### src/rtl/light_seq.sv
// Programmable light-pattern sequencer: a STEPS-entry table of pattern/dwell
// pairs played back in loop, one-shot or ping-pong order, paced by tick.
module light_seq #(
  parameter int unsigned WIDTH   = 6,
  parameter int unsigned STEPS   = 8,
  parameter int unsigned DWELL_W = 8,
  parameter int unsigned SW      = $clog2(STEPS)
) (
  input  logic               clk,
  input  logic               rst,
  input  logic               tick,
  input  logic               start,
  input  logic               stop,
  input  logic               pause,
  input  logic [1:0]         mode,
  input  logic [SW-1:0]      last_step,
  input  logic               wr_en,
  input  logic [SW-1:0]      wr_addr,
  input  logic [WIDTH-1:0]   wr_pattern,
  input  logic [DWELL_W-1:0] wr_dwell,
  output logic [WIDTH-1:0]   light,
  output logic [SW-1:0]      step,
  output logic               busy,
  output logic               done
);

  typedef enum logic { IDLE, RUN } state_t;
  typedef enum logic { UP, DOWN } dir_t;
  typedef enum logic [1:0] {
    M_LOOP    = 2'd0,
    M_ONESHOT = 2'd1,
    M_PING    = 2'd2,
    M_LOOP3   = 2'd3
  } mode_t;

  localparam logic [SW-1:0] MAX_STEP = SW'(STEPS - 1);

  state_t               state;
  dir_t                 dir;
  mode_t                mode_r;
  logic [SW-1:0]        last_r;
  logic [DWELL_W-1:0]   cnt;

  logic [WIDTH-1:0]     pat_mem [STEPS];
  logic [DWELL_W-1:0]   dw_mem  [STEPS];

  logic [SW-1:0]        last_clamp;
  logic [SW-1:0]        nxt_step;
  dir_t                 nxt_dir;
  logic                 fin;

  always_comb begin
    last_clamp = (last_step > MAX_STEP) ? MAX_STEP : last_step;
  end

  // Successor of the current step once its dwell has expired.
  always_comb begin
    nxt_step = step;
    nxt_dir  = dir;
    fin      = 1'b0;
    case (mode_r)
      M_ONESHOT: begin
        if (step < last_r) nxt_step = step + SW'(1);
        else               fin      = 1'b1;
      end
      M_PING: begin
        if (last_r == '0) begin
          nxt_step = '0;
        end else if (dir == UP) begin
          if (step < last_r) begin
            nxt_step = step + SW'(1);
          end else begin
            nxt_dir  = DOWN;
            nxt_step = last_r - SW'(1);
          end
        end else begin
          if (step != '0) begin
            nxt_step = step - SW'(1);
          end else begin
            nxt_dir  = UP;
            nxt_step = SW'(1);
          end
        end
      end
      default: begin
        nxt_step = (step < last_r) ? step + SW'(1) : '0;
      end
    endcase
  end

  // Table reads in the control block see pre-write contents, so a load
  // coinciding with a write to the same entry picks up the old value.
  always_ff @(posedge clk or negedge rst) begin
    if (!rst) begin
      for (int unsigned i = 0; i < STEPS; i++) begin
        pat_mem[i] <= '0;
        dw_mem[i]  <= '0;
      end
    end else if (wr_en && (wr_addr <= MAX_STEP)) begin
      pat_mem[wr_addr] <= wr_pattern;
      dw_mem[wr_addr]  <= wr_dwell;
    end
  end

  always_ff @(posedge clk or negedge rst) begin
    if (!rst) begin
      state  <= IDLE;
      dir    <= UP;
      mode_r <= M_LOOP;
      last_r <= '0;
      cnt    <= '0;
      light  <= '0;
      step   <= '0;
      busy   <= 1'b0;
      done   <= 1'b0;
    end else begin
      done <= 1'b0;
      if (stop) begin
        state <= IDLE;
        dir   <= UP;
        cnt   <= '0;
        light <= '0;
        step  <= '0;
        busy  <= 1'b0;
      end else if (start) begin
        state  <= RUN;
        mode_r <= mode_t'(mode);
        last_r <= last_clamp;
        dir    <= UP;
        step   <= '0;
        light  <= pat_mem[0];
        cnt    <= dw_mem[0];
        busy   <= 1'b1;
      end else if (state == RUN && tick && !pause) begin
        if (cnt != '0) begin
          cnt <= cnt - DWELL_W'(1);
        end else if (fin) begin
          state <= IDLE;
          dir   <= UP;
          light <= '0;
          step  <= '0;
          busy  <= 1'b0;
          done  <= 1'b1;
        end else begin
          step  <= nxt_step;
          dir   <= nxt_dir;
          light <= pat_mem[nxt_step];
          cnt   <= dw_mem[nxt_step];
        end
      end
    end
  end

endmodule

### config.mk
export PLATFORM = sky130hd
export DESIGN_NAME = light_seq
export DESIGN_NICKNAME = d
export VERILOG_FILES = /design/src/rtl/light_seq.sv
export SDC_FILE = /design/constraint.sdc
export NUM_CORES = 1
export LEC_CHECK = 0
export CORE_MARGIN = 5
export CORE_UTILIZATION = 55
export DETAILED_ROUTE_END_ITERATION = 12
export GPL_TIMING_DRIVEN = 0
export PLACE_DENSITY = 0.78
export SYNTH_ARGS = -nofsm -noshare
export SYNTH_HDL_FRONTEND = slang
export SYNTH_SLANG_ARGS = --single-unit
### constraint.sdc
create_clock -name clk -period 4.1 [get_ports clk]
set_input_delay 0.615 -clock clk [delete_from_list [all_inputs] [get_ports clk]]
set_output_delay 0.615 -clock clk [all_outputs]
set_load 0.02 [all_outputs]
==> impl_metrics.csv, run 1 <==
group,metric,value,unit
sta,fin_crit_sh,93.29,%
clock_network,clk_latency,0.43,ns
clock_network,cts_tree,"yes",
floorplanning,fp.dieArea,0.01515,sq mm
synthesis,synth_nets,651,
worst_setup_path,end_kind,"flip-flop",
clock_network,postCtsHoldBufs,0,
worst_setup_path,crit_arrival,4.12,ns
synthesis,synth_edf_count,0,
worst_setup_path,reg2reg_from,"step[2]$_DFFE_PN0P_",
worst_setup_path,required,4.40,ns
drt,drc,0,
floorplanning,chipHeight,123.1,um
pwr,clockPowerShare,29.8,%
grt,grt_pass1_vias,5421,
place,place_hpwl,12.14,mm
finish,area_growth,16.49,%
finish,n_antenna_cell,0,
grt,grt_max_degree,81,
floorplanning,ios,40,
synthesis,ys_warn_count,0,
grt,grt-ovfl-total,0,
clock_network,cts.clk_slew.worst_paths,0.06,ns
synthesis,ys.flop_type,"dfrtp_1",
place,place_area,0.007669,sq mm
sta,clock_skew,0.006620,ns
sta,slew_headroom,38.64,%
sta,drv_slew,0,
sta,fmax,0.2614,GHz
synthesis,synthCells,609,
finish,multi_input_area,0.003368,sq mm
worst_setup_path,rr_worst_depth,15,
pwr,p_leak,0.003421,uW
synthesis,synthArstFlopShare,100.0,%
drt,vias,5335,
drt,dr.first_iter.drc_count,448,
worst_setup_path,startpoint,"step[2]$_DFFE_PN0P_",
sta,fin_crit,3.825,ns
floorplanning,die_w,123.1,um
synthesis,seq_area_frac_synth,48.74,%
drt,drtAntennaViolNets,0,
synthesis,synth_cell_types,54,
clock_network,cts_root_buf,"clkbuf_16",
finish,final_cell_mix,"dfrtp_1 (137), mux2_2 (113), nand2_1 (64)",
worst_setup_path,cp_max_fo,10,
drt,detail_route.first_pass.iterations,5,
place,port_buffers,39,
sta,tightest_slew,0.9204,ns
sta,setup-violations-final,0,
worst_setup_path,startpoint_type,"flip-flop",
pwr,worst_ir_drop_vdd,380.2,uV
worst_setup_path,endpoint,"cnt[7]$_DFFE_PN0P_",
job,maxCapViolations,0,
synthesis,synth-seq-cells,137,
clock_network,cts-htree-levels,4,
pwr,finalPower,4590,uW
synthesis,syn_area,0.007034,sq mm
grt,antenna_found_initial,0,
drt,post_drt_wl_per_cell,21.18,um
clock_network,clockBufferDepth,2,
drt,wirelength,18.05,mm
status,status,"finished clean",
worst_setup_path,rrSetupSlack,0.27,ns
pwr,power.density,560.1,mW/mm^2
floorplanning,initial_core_util,55.97,%
grt,grt_pass1_wl,28.74,mm
pwr,p_int,3043,uW
pwr,combinationalPowerShare,29.4,%
floorplanning,core,0.01257,sq mm
hold_path,hp-class,"input port to asynchronous set/reset pin",
finish,fill_cells,962,
clock_network,postCtsSetupBuffers,0,
clock_network,numCtsBuffers,17,
finish,regArea,0.003428,sq mm
clock_network,cts_resized,0,
sta,hold_viol_final,0,
finish,drive_gt1_share,26.32,%
pwr,switching_share,33.69,%
synthesis,avgSynthCellArea,11.55,sq um
drt,via_per_inst,6.262,
finish,design_area,0.008194,sq mm
place,gp_congestion,0.8967,
worst_setup_path,critPathKind,"flip-flop to flip-flop",
finish,fin_nets,710,
grt,track_usage,25.16,%
sta,rsz0062_at_grt,"no",
worst_setup_path,r2r_end,"cnt[7]$_DFFE_PN0P_",
pwr,switchingPower,1546,uW
pwr,pwr-share-seq,40.8,%
clock_network,cts.sinks,137,
floorplanning,rows,41,
finish,layout_commonest_cell,"dfrtp_1",
[how the worst min path moves through the flow]
stage               slack, ns  cells past startpoint                endpoint                    from
finish                   0.17                      1   mode_r[0]$_DFFE_PN0P_                     rst
global route             0.21                      1      cnt[6]$_DFFE_PN0P_                     rst
CTS                      0.18                      1          done$_DFF_PN0_                     rst
detailed placement       0.49                      1  dw_mem[13]$_DFFE_PN0P_  dw_mem[13]$_DFFE_PN0P_
global placement         0.49                      1  dw_mem[13]$_DFFE_PN0P_  dw_mem[13]$_DFFE_PN0P_
floorplan                0.32                      0      cnt[0]$_DFFE_PN0P_                     rst
[logic make-up after synthesis]
logic type	share of synthesized area (%)
AND/OR/NAND/NOR	8.200
flip-flops	48.74
multiplexers	21.50
buffers and inverters	3.379
AO/OA/AOI/OAI	14.87
adder cells (fa/ha/maj)	2.312
XOR/XNOR	0.9961
[routing by layer]
layer	vias to the layer above	GRT usage, %	part of all wire, %
met5	-	0	0
met2	234	40.59	49
met4	0	8.443	1.7
met3	27	7.777	8.2
li1	2378	-	-
met1	2696	32.50	41
[metrics by stage]
stage	setup slack [ns]	setup TNS (ns)	hold slack (ns)	cells	util, %
floorplan	0.8348	0	0.3194	609	-
global placement	-2.851	-389.19	0.4857	820	60.79
detailed placement	0.3326	0	0.4919	821	61.02
CTS	0.3065	0	0.1833	852	65.20
global route	0.008014	0	0.2083	852	65.20
finish	0.2749	0	0.1688	852	65.20
[power groups by stage]
stage | clock network (uW) | logic [uW] | registers [uW]
CTS | 1380 | 1340 | 1860
finish | 1370 | 1350 | 1870
floorplan | 0 | 945 | 1840
detailed placement | 0 | 1330 | 1880
global route | 1440 | 1470 | 1900
global placement | 0 | 1270 | 1860
[worst max-delay path, cell delays in order, from the launching register on]
cell and delay (ns):
dfrtp_1 0.48, ha_1 0.36, nand2_1 0.13, o21ai_4 0.24, inv_2 0.11, ha_1 0.30, nor3b_2 0.05, a2111o_1 0.39
o22ai_2 0.25, a21oi_2 0.07, buf_6 0.16, clkbuf_1 0.29, a221oi_1 0.33, o22ai_1 0.10, o22ai_1 0.30, a21oi_1 0.11
[flip-flops by register name, indices dropped and copies added (netlist names)]
register  count
cnt           8
dir           1
done          1
dw_mem       64
last_r        3
light         6
mode_r        2
pat_mem      48
state         1
step          3
[cell usage after synthesis, types with 15 or more instances]
| master | number | area [sq um] |
|---|---|---|
| dfrtp_1 | 137 | 3428 |
| mux2_2 | 113 | 1272 |
| nand2_1 | 64 | 240.2 |
| a21oi_1 | 37 | 185.2 |
| a221oi_1 | 29 | 254.0 |
| mux2i_1 | 24 | 240.2 |
| o21ai_0 | 22 | 110.1 |
| clkbuf_1 | 19 | 71.32 |
| nor2_1 | 15 | 56.30 |
| o22ai_1 | 15 | 93.84 |
[layout make-up]
class / count / share of cell area (%)
inverters: 14 / 0.6413
well taps: 172 / 2.626
plain buffers: 37 / 2.260
clock inverters: 10 / 0.9162
repair buffers: 40 / 5.115
multi-input cells: 421 / 41.11
clock buffers: 21 / 5.497
flip-flops and latches: 137 / 41.84
Power figures use the tool's default switching activity.
==> run 2: changes to the inputs <==
--- a/config.mk
+++ b/config.mk
@@ -5,6 +5,8 @@
 export SDC_FILE = /design/constraint.sdc
 export NUM_CORES = 1
 export LEC_CHECK = 0
+export ABC_AREA = 1
+export CAP_MARGIN = 20
 export CORE_MARGIN = 5
 export CORE_UTILIZATION = 55
 export DETAILED_ROUTE_END_ITERATION = 12
==> run 2 against run 1 <==
Final cell count increased by 28%. Worst setup slack better by 0.90 ns. Clock skew grew 0.0014 ns. Via count is 16% higher. Routed wire length up 1.2%. Sequential cell count unchanged. Die area is 2.6% lower. Synthesized cell count grew 39%. Global-route usage grew 1.3 points. Clock power up 20%. Power decreased by 4.0%.
==> impl_metrics.csv, run 2 <==
group,metric,value,unit
floorplanning,ios,40,
drt,drc,0,
worst_setup_path,reg2reg_from,"step[2]$_DFFE_PN0P_",
clock_network,clk_latency,0.43,ns
clock_network,cts.sinks,137,
grt,grt_pass1_wl,30.26,mm
floorplanning,core,0.01211,sq mm
clock_network,clockBufferDepth,2,
synthesis,synth.most_common_cell,"nand2_1",
drt,topRoutingLayerUsed,"met4",
sta,clock_skew,0.008057,ns
pwr,p_leak,0.003821,uW
worst_setup_path,critPathKind,"flip-flop to flip-flop",
finish,design_area,0.008099,sq mm
finish,largest_reg_flops,64,
sta,fin_crit_sh,71.41,%
worst_setup_path,cp_max_fo,10,
synthesis,synth_cell_types,32,
drt,wl_met2,8.758,mm
status,status,"finished clean",
synthesis,yosys-top-cells-count,"nand2_1 (194), dfrtp_1 (137), nand3_1 (121)",
synthesis,ys_warn_count,0,
place,gp_congestion,0.8932,
drt,vias,6198,
drt,drtAntennaViolNets,0,
pwr,worst_ir_drop_vdd,414.6,uV
clock_network,cts_tree,"yes",
synthesis,synthTopCellsByArea,"dfrtp_1 (50%), nand2_1 (11%), nand3_1 (8.9%), o21ai_0 (8.1%), inv_1 (3.7%)",
grt,track_usage,26.49,%
sta,setup-violations-final,0,
clock_network,cts-htree-levels,4,
place,dp_slack,1.219,ns
hold_path,hp-class,"input port to asynchronous set/reset pin",
worst_setup_path,startpoint,"step[2]$_DFFE_PN0P_",
drt,dr_wl_met3,1.120,mm
sta,rsz0062_at_grt,"no",
clock_network,numCtsBuffers,17,
clock_network,cts.clk_slew.worst_paths,0.06,ns
place,place_hpwl,12.58,mm
clock_network,cts_root_buf,"clkbuf_16",
sta,setup-tns-final,0,ns
place,port_buffers,39,
synthesis,synth_nets,890,
finish,drive_gt1_share,8.161,%
grt,antenna_found_initial,0,
sta,fmax,0.3416,GHz
finish,final_cell_mix,"nand2_1 (194), dfrtp_1 (137), nand3_1 (121)",
drt,post_drt_wl_per_cell,16.80,um
synthesis,synth_edf_count,0,
sta,tightest_slew,0.6421,ns
synthesis,avgSynthCellArea,8.056,sq um
grt,grt-ovfl-total,0,
clock_network,postCtsHoldBufs,0,
synthesis,yosys.area.top_type,"dfrtp_1",
clock_network,postCtsSetupBuffers,0,
drt,via_per_inst,5.702,
sta,hold_viol_final,0,
grt,grt_max_degree,104,
synthesis,syn_area,0.006832,sq mm
pwr,power.density,543.7,mW/mm^2
clock_network,cts_resized,0,
drt,dr.first_iter.drc_count,717,
drt,wl_met1,7.714,mm
worst_setup_path,crit_arrival,3.29,ns
sta,slew_headroom,57.04,%
worst_setup_path,startpoint_type,"flip-flop",
place,dp.cells,1056,
worst_setup_path,r2r_end,"cnt[7]$_DFFE_PN0P_",
worst_setup_path,end_kind,"flip-flop",
worst_setup_path,rrSetupSlack,1.17,ns
floorplanning,die_w,121.5,um
floorplanning,rows,40,
synthesis,synthArstFlopShare,100.0,%
synthesis,synth_top_area_share,50.18,%
finish,layout_commonest_cell,"nand2_1",
worst_setup_path,rr_worst_depth,14,
floorplanning,fp.dieArea,0.01475,sq mm
finish,area_growth,18.55,%
floorplanning,chipHeight,121.5,um
pwr,finalPower,4404,uW
place,place_area,0.007461,sq mm
worst_setup_path,endpoint,"cnt[7]$_DFFE_PN0P_",
worst_setup_path,required,4.46,ns
finish,n_antenna_cell,0,
sta,drv_slew,0,
finish,regMostFlops,"dw_mem",
drt,wirelength,18.26,mm
synthesis,seq_area_frac_synth,50.18,%
synthesis,ys.flop_type,"dfrtp_1",
floorplanning,initial_core_util,56.40,%
drt,detail_route.first_pass.iterations,5,
job,maxCapViolations,0,
synthesis,synthCells,848,
synthesis,synth-seq-cells,137,
sta,fin_crit,2.928,ns
grt,grt_pass1_vias,6049,
finish,fin_nets,949,
finish,reg_top3,"dw_mem x64, pat_mem x48, cnt x8",
sta,worst_slack,1.172,ns
finish,stdcell_count,1087,
[run 2: area by class of cell]
class	instances	area, sq um
timing repair buffer	40	419.2
clock inverter	8	140.1
tap	168	210.2
clock buffer	23	498.0
sequential	137	3428
multi-input combinational	595	2913
inverter	74	277.8
fill	1051	4013
buffer	42	212.7
[run 2: worst min-delay path by stage]
stage,slack (ns),cells past startpoint,end,startpoint
final,0.07,1,pat_mem[7]$_DFFE_PN0P_,rst
after global routing,0.09,1,pat_mem[7]$_DFFE_PN0P_,rst
after CTS,0.08,1,pat_mem[8]$_DFFE_PN0P_,rst
after detailed placement,0.47,2,pat_mem[40]$_DFFE_PN0P_,pat_mem[40]$_DFFE_PN0P_
after global placement,0.46,2,pat_mem[39]$_DFFE_PN0P_,pat_mem[39]$_DFFE_PN0P_
after floorplan,0.32,0,cnt[0]$_DFFE_PN0P_,rst
[run 2: per-layer routing]
| metal | vias up | global-route usage (%) |
|---|---|---|
| li1 | 2943 | - |
| met1 | 2972 | 34.54 |
| met2 | 231 | 42.31 |
| met5 | - | 0 |
| met3 | 52 | 4.895 |
| met4 | 0 | 13.38 |
[run 2: kinds of logic (layout without fill, tap and decap cells)]
group	Yosys count	count (layout)	synth area share (%)
buf+inv	116	187	7.179
flops	137	137	50.18
xor+xnor	3	3	0.3847
fa+ha+maj	13	13	2.381
simple gates	386	386	24.47
compound gates	193	193	15.40
[run 2: power by group]
group / internal, uW / switching (uW)
combinational: 379 / 631
clock: 1090 / 564
sequential: 1590 / 146
[run 2: worst max-delay path: stages (launching register included)]
cell	delay (ns)
dfrtp_1	0.43
ha_1	0.34
a21oi_2	0.22
nand2_4	0.11
inv_2	0.10
ha_1	0.16
or2_2	0.15
buf_2	0.24
clkbuf_1	0.45
nand3_1	0.14
nand3_1	0.10
nand3_1	0.12
nand3_1	0.12
nand2_1	0.06
a21oi_1	0.11
[run 2: per-stage QoR]
step | util (%) | hold WS (ns)
2_1_floorplan | - | 0.3194
3_3_place_gp | 61.36 | 0.4573
3_5_place_dp | 61.60 | 0.4656
4_1_cts | 66.87 | 0.07878
5_1_grt | 66.87 | 0.09480
6_report | 66.87 | 0.07414
